**src/rtl/mem_bus_controller_if.sv**
```systemverilog
// CPU-side request/response bus of the memory bus controller.
// valid/ready: a request is taken on a rising edge where req_read|req_write is high and req_ready is high; resp_valid is a one-cycle completion pulse.
interface mem_bus_controller_if #(
  parameter int ADDR_WIDTH = 32,
  parameter int DATA_WIDTH = 64
);
  logic                  req_read;
  logic                  req_write;
  logic [ADDR_WIDTH-1:0] req_addr;
  logic [1:0]            req_size;
  logic [DATA_WIDTH-1:0] req_wdata;
  logic                  req_ready;
  logic                  resp_valid;
  logic                  resp_fault;
  logic [DATA_WIDTH-1:0] resp_rdata;

  modport master (
    output req_read, req_write, req_addr, req_size, req_wdata,
    input  req_ready, resp_valid, resp_fault, resp_rdata
  );

  modport slave (
    input  req_read, req_write, req_addr, req_size, req_wdata,
    output req_ready, resp_valid, resp_fault, resp_rdata
  );
endinterface

```
**src/rtl/mem_bus_controller.sv**
```systemverilog
// Single-outstanding CPU bus controller routing byte-addressed accesses to a RAM and a ROM
// region with byte lanes, alignment/region fault detection and programmable wait states.
module mem_bus_controller #(
  parameter int          DATA_WIDTH    = 64,
  parameter int          ADDR_WIDTH    = 32,
  parameter logic [31:0] RAM_BASE      = 32'h0002_0000,
  parameter int          RAM_ADDR_BITS = 10,
  parameter logic [31:0] ROM_BASE      = 32'h0000_0000,
  parameter int          ROM_ADDR_BITS = 10,
  parameter int          WAIT_STATES   = 0
) (
  input  logic                     clock,
  input  logic                     reset,
  mem_bus_controller_if.slave      bus,
  output logic [RAM_ADDR_BITS-1:0] ram_addr,
  output logic [7:0]               ram_be,
  output logic                     ram_we,
  output logic                     ram_re,
  output logic [DATA_WIDTH-1:0]    ram_wdata,
  input  logic [DATA_WIDTH-1:0]    ram_rdata,
  output logic [ROM_ADDR_BITS-1:0] rom_addr,
  output logic                     rom_re,
  input  logic [DATA_WIDTH-1:0]    rom_rdata,
  output logic [1:0]               dbg_state
);

  typedef enum logic [1:0] {
    S_IDLE   = 2'd0,
    S_ACCESS = 2'd1,
    S_RESP   = 2'd2
  } state_t;

  localparam logic [ADDR_WIDTH-1:0] RAM_LO = ADDR_WIDTH'(RAM_BASE);
  localparam logic [ADDR_WIDTH-1:0] ROM_LO = ADDR_WIDTH'(ROM_BASE);
  localparam logic [3:0]            WS     = 4'(WAIT_STATES);

  function automatic logic [7:0] size_be(input logic [1:0] size);
    case (size)
      2'b00:   return 8'h01;
      2'b01:   return 8'h03;
      2'b10:   return 8'h0F;
      default: return 8'hFF;
    endcase
  endfunction

  function automatic logic [2:0] align_mask(input logic [1:0] size);
    case (size)
      2'b00:   return 3'b000;
      2'b01:   return 3'b001;
      2'b10:   return 3'b011;
      default: return 3'b111;
    endcase
  endfunction

  function automatic logic [DATA_WIDTH-1:0] size_data(input logic [1:0] size);
    case (size)
      2'b00:   return DATA_WIDTH'(64'h0000_0000_0000_00FF);
      2'b01:   return DATA_WIDTH'(64'h0000_0000_0000_FFFF);
      2'b10:   return DATA_WIDTH'(64'h0000_0000_FFFF_FFFF);
      default: return DATA_WIDTH'(64'hFFFF_FFFF_FFFF_FFFF);
    endcase
  endfunction

  state_t                  state, state_next;
  logic [3:0]              cnt;
  logic                    accept, access_done;
  logic                    resp_fault_q;
  logic [DATA_WIDTH-1:0]   resp_rdata_q;

  // Attributes of the request in flight, captured on accept.
  logic [2:0]              lat_lane;
  logic [1:0]              lat_size;
  logic                    lat_write;
  logic                    lat_rom;

  // Request decode, evaluated only while idle.
  logic [ADDR_WIDTH-1:0]   ram_off, rom_off;
  logic [2:0]              lane;
  logic                    ram_hit, rom_hit, misaligned, req_any, req_fault;

  assign lane       = bus.req_addr[2:0];
  assign ram_off    = bus.req_addr - RAM_LO;
  assign rom_off    = bus.req_addr - ROM_LO;
  assign ram_hit    = (bus.req_addr >= RAM_LO) && ((ram_off >> (RAM_ADDR_BITS + 3)) == '0);
  assign rom_hit    = (bus.req_addr >= ROM_LO) && ((rom_off >> (ROM_ADDR_BITS + 3)) == '0);
  assign misaligned = |(lane & align_mask(bus.req_size));
  assign req_any    = bus.req_read | bus.req_write;
  // RAM wins overlaps, so any write that misses RAM is either to ROM or unmapped.
  assign req_fault  = (bus.req_read & bus.req_write) | misaligned |
                      ~(ram_hit | rom_hit) | (bus.req_write & ~ram_hit);

  // Read return path: shift the selected doubleword down to the addressed lane.
  logic [DATA_WIDTH-1:0]   rd_src, rd_shift, rd_data;
  assign rd_src   = lat_rom ? rom_rdata : ram_rdata;
  assign rd_shift = rd_src >> {lat_lane, 3'b000};
  assign rd_data  = rd_shift & size_data(lat_size);

  always_ff @(posedge clock) begin
    if (!reset) begin
      state <= S_IDLE;
    end else begin
      state <= state_next;
    end
  end

  always_comb begin
    state_next  = state;
    accept      = 1'b0;
    access_done = 1'b0;
    case (state)
      S_IDLE: begin
        if (req_any) begin
          accept     = 1'b1;
          state_next = req_fault ? S_RESP : S_ACCESS;
        end
      end
      S_ACCESS: begin
        if (cnt == WS) begin
          access_done = 1'b1;
          state_next  = S_RESP;
        end
      end
      S_RESP:  state_next = S_IDLE;
      default: state_next = S_IDLE;
    endcase
  end

  always_ff @(posedge clock) begin
    if (!reset) begin
      cnt          <= '0;
      ram_addr     <= '0;
      ram_be       <= '0;
      ram_we       <= 1'b0;
      ram_re       <= 1'b0;
      ram_wdata    <= '0;
      rom_addr     <= '0;
      rom_re       <= 1'b0;
      resp_fault_q <= 1'b0;
      resp_rdata_q <= '0;
      lat_lane     <= '0;
      lat_size     <= '0;
      lat_write    <= 1'b0;
      lat_rom      <= 1'b0;
    end else if (accept) begin
      cnt       <= '0;
      lat_lane  <= lane;
      lat_size  <= bus.req_size;
      lat_write <= bus.req_write;
      lat_rom   <= ~ram_hit;
      if (req_fault) begin
        resp_fault_q <= 1'b1;
        resp_rdata_q <= '0;
      end else if (ram_hit) begin
        ram_addr  <= ram_off[RAM_ADDR_BITS+2:3];
        ram_be    <= size_be(bus.req_size) << lane;
        ram_we    <= bus.req_write;
        ram_re    <= bus.req_read;
        ram_wdata <= bus.req_wdata << {lane, 3'b000};
      end else begin
        rom_addr <= rom_off[ROM_ADDR_BITS+2:3];
        rom_re   <= 1'b1;
      end
    end else if (state == S_ACCESS) begin
      if (access_done) begin
        ram_we       <= 1'b0;
        ram_re       <= 1'b0;
        rom_re       <= 1'b0;
        resp_fault_q <= 1'b0;
        resp_rdata_q <= lat_write ? '0 : rd_data;
      end else begin
        cnt <= cnt + 4'd1;
      end
    end
  end

  assign bus.req_ready  = (state == S_IDLE);
  assign bus.resp_valid = (state == S_RESP);
  assign bus.resp_fault = resp_fault_q;
  assign bus.resp_rdata = resp_rdata_q;
  assign dbg_state      = state;

  a_strobe_excl: assert property (@(posedge clock) disable iff (!reset)
    !((ram_re || ram_we) && rom_re));
  a_rw_excl: assert property (@(posedge clock) disable iff (!reset)
    !(ram_re && ram_we));
  a_strobe_in_access: assert property (@(posedge clock) disable iff (!reset)
    (ram_re || ram_we || rom_re) |-> (state == S_ACCESS));
  a_resp_one_cycle: assert property (@(posedge clock) disable iff (!reset)
    (state == S_RESP) |=> (state == S_IDLE));
  a_cnt_range: assert property (@(posedge clock) disable iff (!reset)
    cnt <= WS);

endmodule
```
**src/flat_wrapper.sv**
```systemverilog
// flat-port wrapper written by rule: the top's interface ports become plain ports
module mem_bus_controller_flat 
#(
  parameter int          DATA_WIDTH    = 64,
  parameter int          ADDR_WIDTH    = 32,
  parameter logic [31:0] RAM_BASE      = 32'h0002_0000,
  parameter int          RAM_ADDR_BITS = 10,
  parameter logic [31:0] ROM_BASE      = 32'h0000_0000,
  parameter int          ROM_ADDR_BITS = 10,
  parameter int          WAIT_STATES   = 0
)
  (clock, reset, ram_addr, ram_be, ram_we, ram_re, ram_wdata, ram_rdata, rom_addr, rom_re, rom_rdata, dbg_state, bus_req_read, bus_req_write, bus_req_addr, bus_req_size, bus_req_wdata, bus_req_ready, bus_resp_valid, bus_resp_fault, bus_resp_rdata);
  mem_bus_controller_if #(.ADDR_WIDTH(ADDR_WIDTH), .DATA_WIDTH(DATA_WIDTH)) bus_i ();
  input  logic clock;
  input  logic reset;
  output logic [RAM_ADDR_BITS-1:0] ram_addr;
  output logic [7:0] ram_be;
  output logic ram_we;
  output logic ram_re;
  output logic [DATA_WIDTH-1:0] ram_wdata;
  input  logic [DATA_WIDTH-1:0] ram_rdata;
  output logic [ROM_ADDR_BITS-1:0] rom_addr;
  output logic rom_re;
  input  logic [DATA_WIDTH-1:0] rom_rdata;
  output logic [1:0] dbg_state;
  input wire logic [$bits(bus_i.req_read)-1:0] bus_req_read;
  input wire logic [$bits(bus_i.req_write)-1:0] bus_req_write;
  input wire logic [$bits(bus_i.req_addr)-1:0] bus_req_addr;
  input wire logic [$bits(bus_i.req_size)-1:0] bus_req_size;
  input wire logic [$bits(bus_i.req_wdata)-1:0] bus_req_wdata;
  output wire logic [$bits(bus_i.req_ready)-1:0] bus_req_ready;
  output wire logic [$bits(bus_i.resp_valid)-1:0] bus_resp_valid;
  output wire logic [$bits(bus_i.resp_fault)-1:0] bus_resp_fault;
  output wire logic [$bits(bus_i.resp_rdata)-1:0] bus_resp_rdata;
  assign bus_i.req_read = bus_req_read;
  assign bus_i.req_write = bus_req_write;
  assign bus_i.req_addr = bus_req_addr;
  assign bus_i.req_size = bus_req_size;
  assign bus_i.req_wdata = bus_req_wdata;
  assign bus_req_ready = bus_i.req_ready;
  assign bus_resp_valid = bus_i.resp_valid;
  assign bus_resp_fault = bus_i.resp_fault;
  assign bus_resp_rdata = bus_i.resp_rdata;
  mem_bus_controller #(.DATA_WIDTH(DATA_WIDTH), .ADDR_WIDTH(ADDR_WIDTH), .RAM_BASE(RAM_BASE), .RAM_ADDR_BITS(RAM_ADDR_BITS), .ROM_BASE(ROM_BASE), .ROM_ADDR_BITS(ROM_ADDR_BITS), .WAIT_STATES(WAIT_STATES)) u_core (.clock(clock), .reset(reset), .bus(bus_i), .ram_addr(ram_addr), .ram_be(ram_be), .ram_we(ram_we), .ram_re(ram_re), .ram_wdata(ram_wdata), .ram_rdata(ram_rdata), .rom_addr(rom_addr), .rom_re(rom_re), .rom_rdata(rom_rdata), .dbg_state(dbg_state));
endmodule
```
**config.mk**
```make
export PLATFORM = sky130hd
export DESIGN_NAME = mem_bus_controller_flat
export DESIGN_NICKNAME = d
export VERILOG_FILES = /design/src/rtl/mem_bus_controller_if.sv /design/src/rtl/mem_bus_controller.sv /design/src/flat_wrapper.sv
export SDC_FILE = /design/constraint.sdc
export NUM_CORES = 1
export LEC_CHECK = 0
export ABC_AREA = 1
export CORE_AREA = 2 2 154 156
export CTS_BUF_LIST = sky130_fd_sc_hd__clkbuf_2 sky130_fd_sc_hd__clkbuf_4 sky130_fd_sc_hd__clkbuf_8
export DETAILED_ROUTE_END_ITERATION = 8
export DIE_AREA = 0 0 156 158
export PLACE_DENSITY = 0.85
export SLEW_MARGIN = 25
export SYNTH_ARGS = -nofsm -noshare
export SYNTH_HDL_FRONTEND = slang
export SYNTH_SLANG_ARGS = --single-unit
```
**constraint.sdc**
```tcl
create_clock -name clock -period 5.7 [get_ports clock]
set_clock_uncertainty 0.2 [all_clocks]
set_input_delay 1.71 -clock clock [delete_from_list [all_inputs] [get_ports clock]]
set_output_delay 1.71 -clock clock [all_outputs]
set_load 0.1 [all_outputs]
```
==> summary.txt <==
Place
  – IO Port Bufs: 393
  – GPL Wtd Cong: 1.039
  – Area after DPL: 14750 um^2
  – Dpl cells: 2358
  – Post-placement setup slack: 0.8380 ns
  – Detail Placement HPWL: 33280 um

CTS
  – CTS buffer count: 17
  – CTS Buffer Depth: 2
  – CTS H-tree depth: 4
  – CTS tree: yes
  – Clock sink count: 173
  – Clock root buffer: clkbuf_8
  – Post_cts resized: 0
  – Worst skew pair latency: 0.47 ns
  – Clock transition at the registers of the reported paths: 0.11 ns
  – Post-CTS Setup Bufs: 0
  – Hold_buf cts: 0

Flow run
  – Max-cap viol count: 0

Floorplan
  – Starting density of the core: 0.4755
  – # IOs: 394
  – Die height: 158 um
  – Chip width: 156 um
  – Rows: 56
  – Full die area: 24650 um^2
  – Core footprint: 23050 um^2

Synthesis
  – Flops & latches, synth: 173
  – Share of synthesized flip-flops with an asynchronous set or reset: 0
  – Post-Synth XOR/XNOR Area: 0.001598
  – Top-count cell post-synth: nand2_1
  – Post-synth top flop: dfxtp_1
  – Synth cell types: 41
  – Syn nets: 2028
  – Top cells by area, synth: dfxtp_1 32%, nand2_1 15%, o21ai_0 11%
  – Commonest cells in the netlist: 441 x nand2_1, 250 x o21ai_0, 241 x nor2_1, 173 x dfxtp_1, 159 x a21oi_1
  – Cell taking the most area after synthesis: dfxtp_1
  – Seq/Total Area, Yosys: 0.3160
  – Mapped cell area: 10960 um^2
  – Compound-Gate Fraction of Synth Area: 0.2390
  – EDFF count, synth: 0
  – Top-area cell type share of the netlist area: 0.3160
  – YS warnings: 0
  – Fraction of the mapped netlist area in adder cells: 0.002283
  – Mux cell area share after synthesis: 0.01279
  – Syn Area/Cell: 6.103 um^2
  – Synth Area in Simple Gates: 0.3240
  – Largest family of logic cells by synthesized area: simple AND/OR/NAND/NOR gates
  – Cells after Synth: 1796

Timing
  – Final worst-path cycle share: 0.7773
  – Hold WS: 0.2499 ns
  – Fmax: 225.7 MHz
  – RSZ-0062 raised after global routing: no
  – Slew @ Worst Pin: 1.079 ns
  – Final Hold Vio Count: 0
  – Final setup fails: 0
  – Post-route setup TNS: 0 ns
  – Minimum clock period: 4.430 ns
  – Slew headroom: 0.2782
  – Fin. max-slew vios: 0
  – Setup ws final: 1.270 ns

GRT
  – Antenna violations before repair: 1
  – Largest net degree at the start of global routing: 85
  – Vias in the first global route: 12240
  – First-pass GRT wire length: 66450 um
  – Total track usage: 0.3479
  – Grt total ovfl: 0

Worst setup path
  – R2R depth: 7
  – WS Path Type: in -> reg
  – Critical Path AT: 4.66 ns
  – Startpoint types: primary input
  – Reg2reg setup slack: 2.53 ns
  – Crit path capture type: flip-flop
  – WP data required: 5.93 ns
  – Worst r2r src: u_core.lat_lane[0]$_SDFFE_PN0P_
  – R2R Path End: u_core.bus.resp_rdata[25]$_SDFFE_PN0P_
  – Critical Path Fanout Max: 20

Outcome
  – Status: completed

Detailed routing
  – DRT Pass-1 Iters: 8
  – Antenna-violating nets left: 0
  – Final wirelength: 44050 um
  – Vias per cell: 5.537
  – Remaining DRCs: 0
  – WL/cell: 18.42 um
  – Iteration-0 DRC Markers: 1243
  – Via count: 13240

Final layout
  – Area Growth Syn to Fin: 38.61%
  – Nets@finish: 2319
  – Layout cells sized above 1: 0.04238
  – Final core utilization: 0.6590
  – Final Instance Area: 15190 um^2
  – Non-filler cells, final: 2391

Pwr
  – Worst vdd ir: 0.0001369 V
  – Leak pwr: 6.168 nW
  – Pwr dens: 225.3 nW/um^2
  – Design Power: 3.423 mW

Hold path
  – Hold worst-path end: u_core.ram_wdata[8]$_SDFFE_PN0P_
  – Worst hold path class: reg -> reg
  – Worst Hold Path Cells: 2
  – Hold path startpoint: u_core.ram_wdata[8]$_SDFFE_PN0P_
==> final cells by class <==
class / count / area (um^2)
well taps: 290 / 362.8
flip-flops and latches: 173 / 3467
fillers: 2096 / 7860
repair buffers: 413 / 4079
clock buffers: 18 / 247.7
diodes: 1 / 2.502
multi-input cells: 1353 / 6359
clock inverters: 14 / 190.2
inverters: 129 / 484.2
==> sequential cells by signal, indices dropped and copies added (netlist names) <==
signal                 cells
u_core.lat_size            2
u_core.lat_write           1
u_core.cnt                 4
u_core.lat_lane            3
u_core.bus.resp_rdata     64
u_core.lat_rom             1
u_core.rom_addr           10
u_core.rom_re              1
u_core.dbg_state           2
u_core.bus.resp_fault      1
u_core.ram_addr           10
u_core.ram_be              8
u_core.ram_we              1
u_core.ram_wdata          64
u_core.ram_re              1
==> cells in the final DEF (no fill, tap or decap), types with 3 or more instances in the layout <==
cell / n
clkdlybuf4s50_1: 389
a21oi_1: 159
nand2_1: 441
nand3_1: 74
o21ai_0: 250
nor3_1: 13
inv_2: 6
nor2_1: 241
nor2_2: 8
a31oi_1: 4
buf_4: 20
a21boi_0: 8
o21ai_1: 5
a22oi_1: 10
o22ai_1: 24
nand3b_1: 46
a211oi_1: 8
clkbuf_8: 18
nand4_1: 3
buf_2: 3
mux2i_1: 14
inv_1: 118
dfxtp_1: 170
inv_8: 3
o211ai_1: 6
o21a_1: 10
clkinv_1: 5
clkinv_8: 7
dfxtp_2: 3
nand2_4: 4
a21boi_1: 4
or2_2: 8
==> cell families after synthesis <==
logic type,count (synthesis)
AO/OA/AOI/OAI,491
XOR/XNOR,2
adder cells (fa/ha/maj),2
buffers and inverters,270
flip-flops,173
multiplexers,14
AND/OR/NAND/NOR,844
==> routing by layer <==
layer / global-route usage / vias to the layer above / routed length (um)
li1: - / 6464 / -
met1: 0.3860 / 5939 / 16280
met5: 0 / - / 0
met2: 0.6140 / 686 / 21240
met4: 0.2018 / 0 / 2664
met3: 0.07802 / 150 / 3875
==> worst max-delay path, stage by stage <==
cell and delay [ns]:
clkdlybuf4s50_1 0.51, nor2_1 0.15, inv_1 0.08, nand2_4 0.14, inv_2 0.12, nor2_4 0.23
inv_2 0.09, nor2_4 0.16, nand3_1 0.54, inv_1 0.56, nand2_1 0.08, a21boi_1 0.16
nor2_1 0.14
==> where the power goes <==
group          internal (mW)  switching [mW]
clock network          0.355           0.571
logic                  0.394           0.814
registers               1.25          0.0378
total                   2.00            1.42
==> worst max-delay path by stage <==
stage | startpoint | endpoint | slack, ns | cells past startpoint
after floorplan | u_core.dbg_state[1]$_SDFFE_PN0P_ | bus_resp_valid | 1.42 | 2
after global routing | bus_req_write | u_core.bus.resp_rdata[36]$_SDFFE_PN0P_ | 1.03 | 14
after global placement | bus_req_write | u_core.bus.resp_rdata[45]$_SDFFE_PN0P_ | 0.94 | 13
after detailed placement | bus_req_write | u_core.bus.resp_rdata[45]$_SDFFE_PN0P_ | 0.84 | 13
final | bus_req_write | u_core.bus.resp_rdata[45]$_SDFFE_PN0P_ | 1.27 | 13
after CTS | bus_req_write | u_core.bus.resp_rdata[45]$_SDFFE_PN0P_ | 1.35 | 13
(Power assumes the default switching activity.)
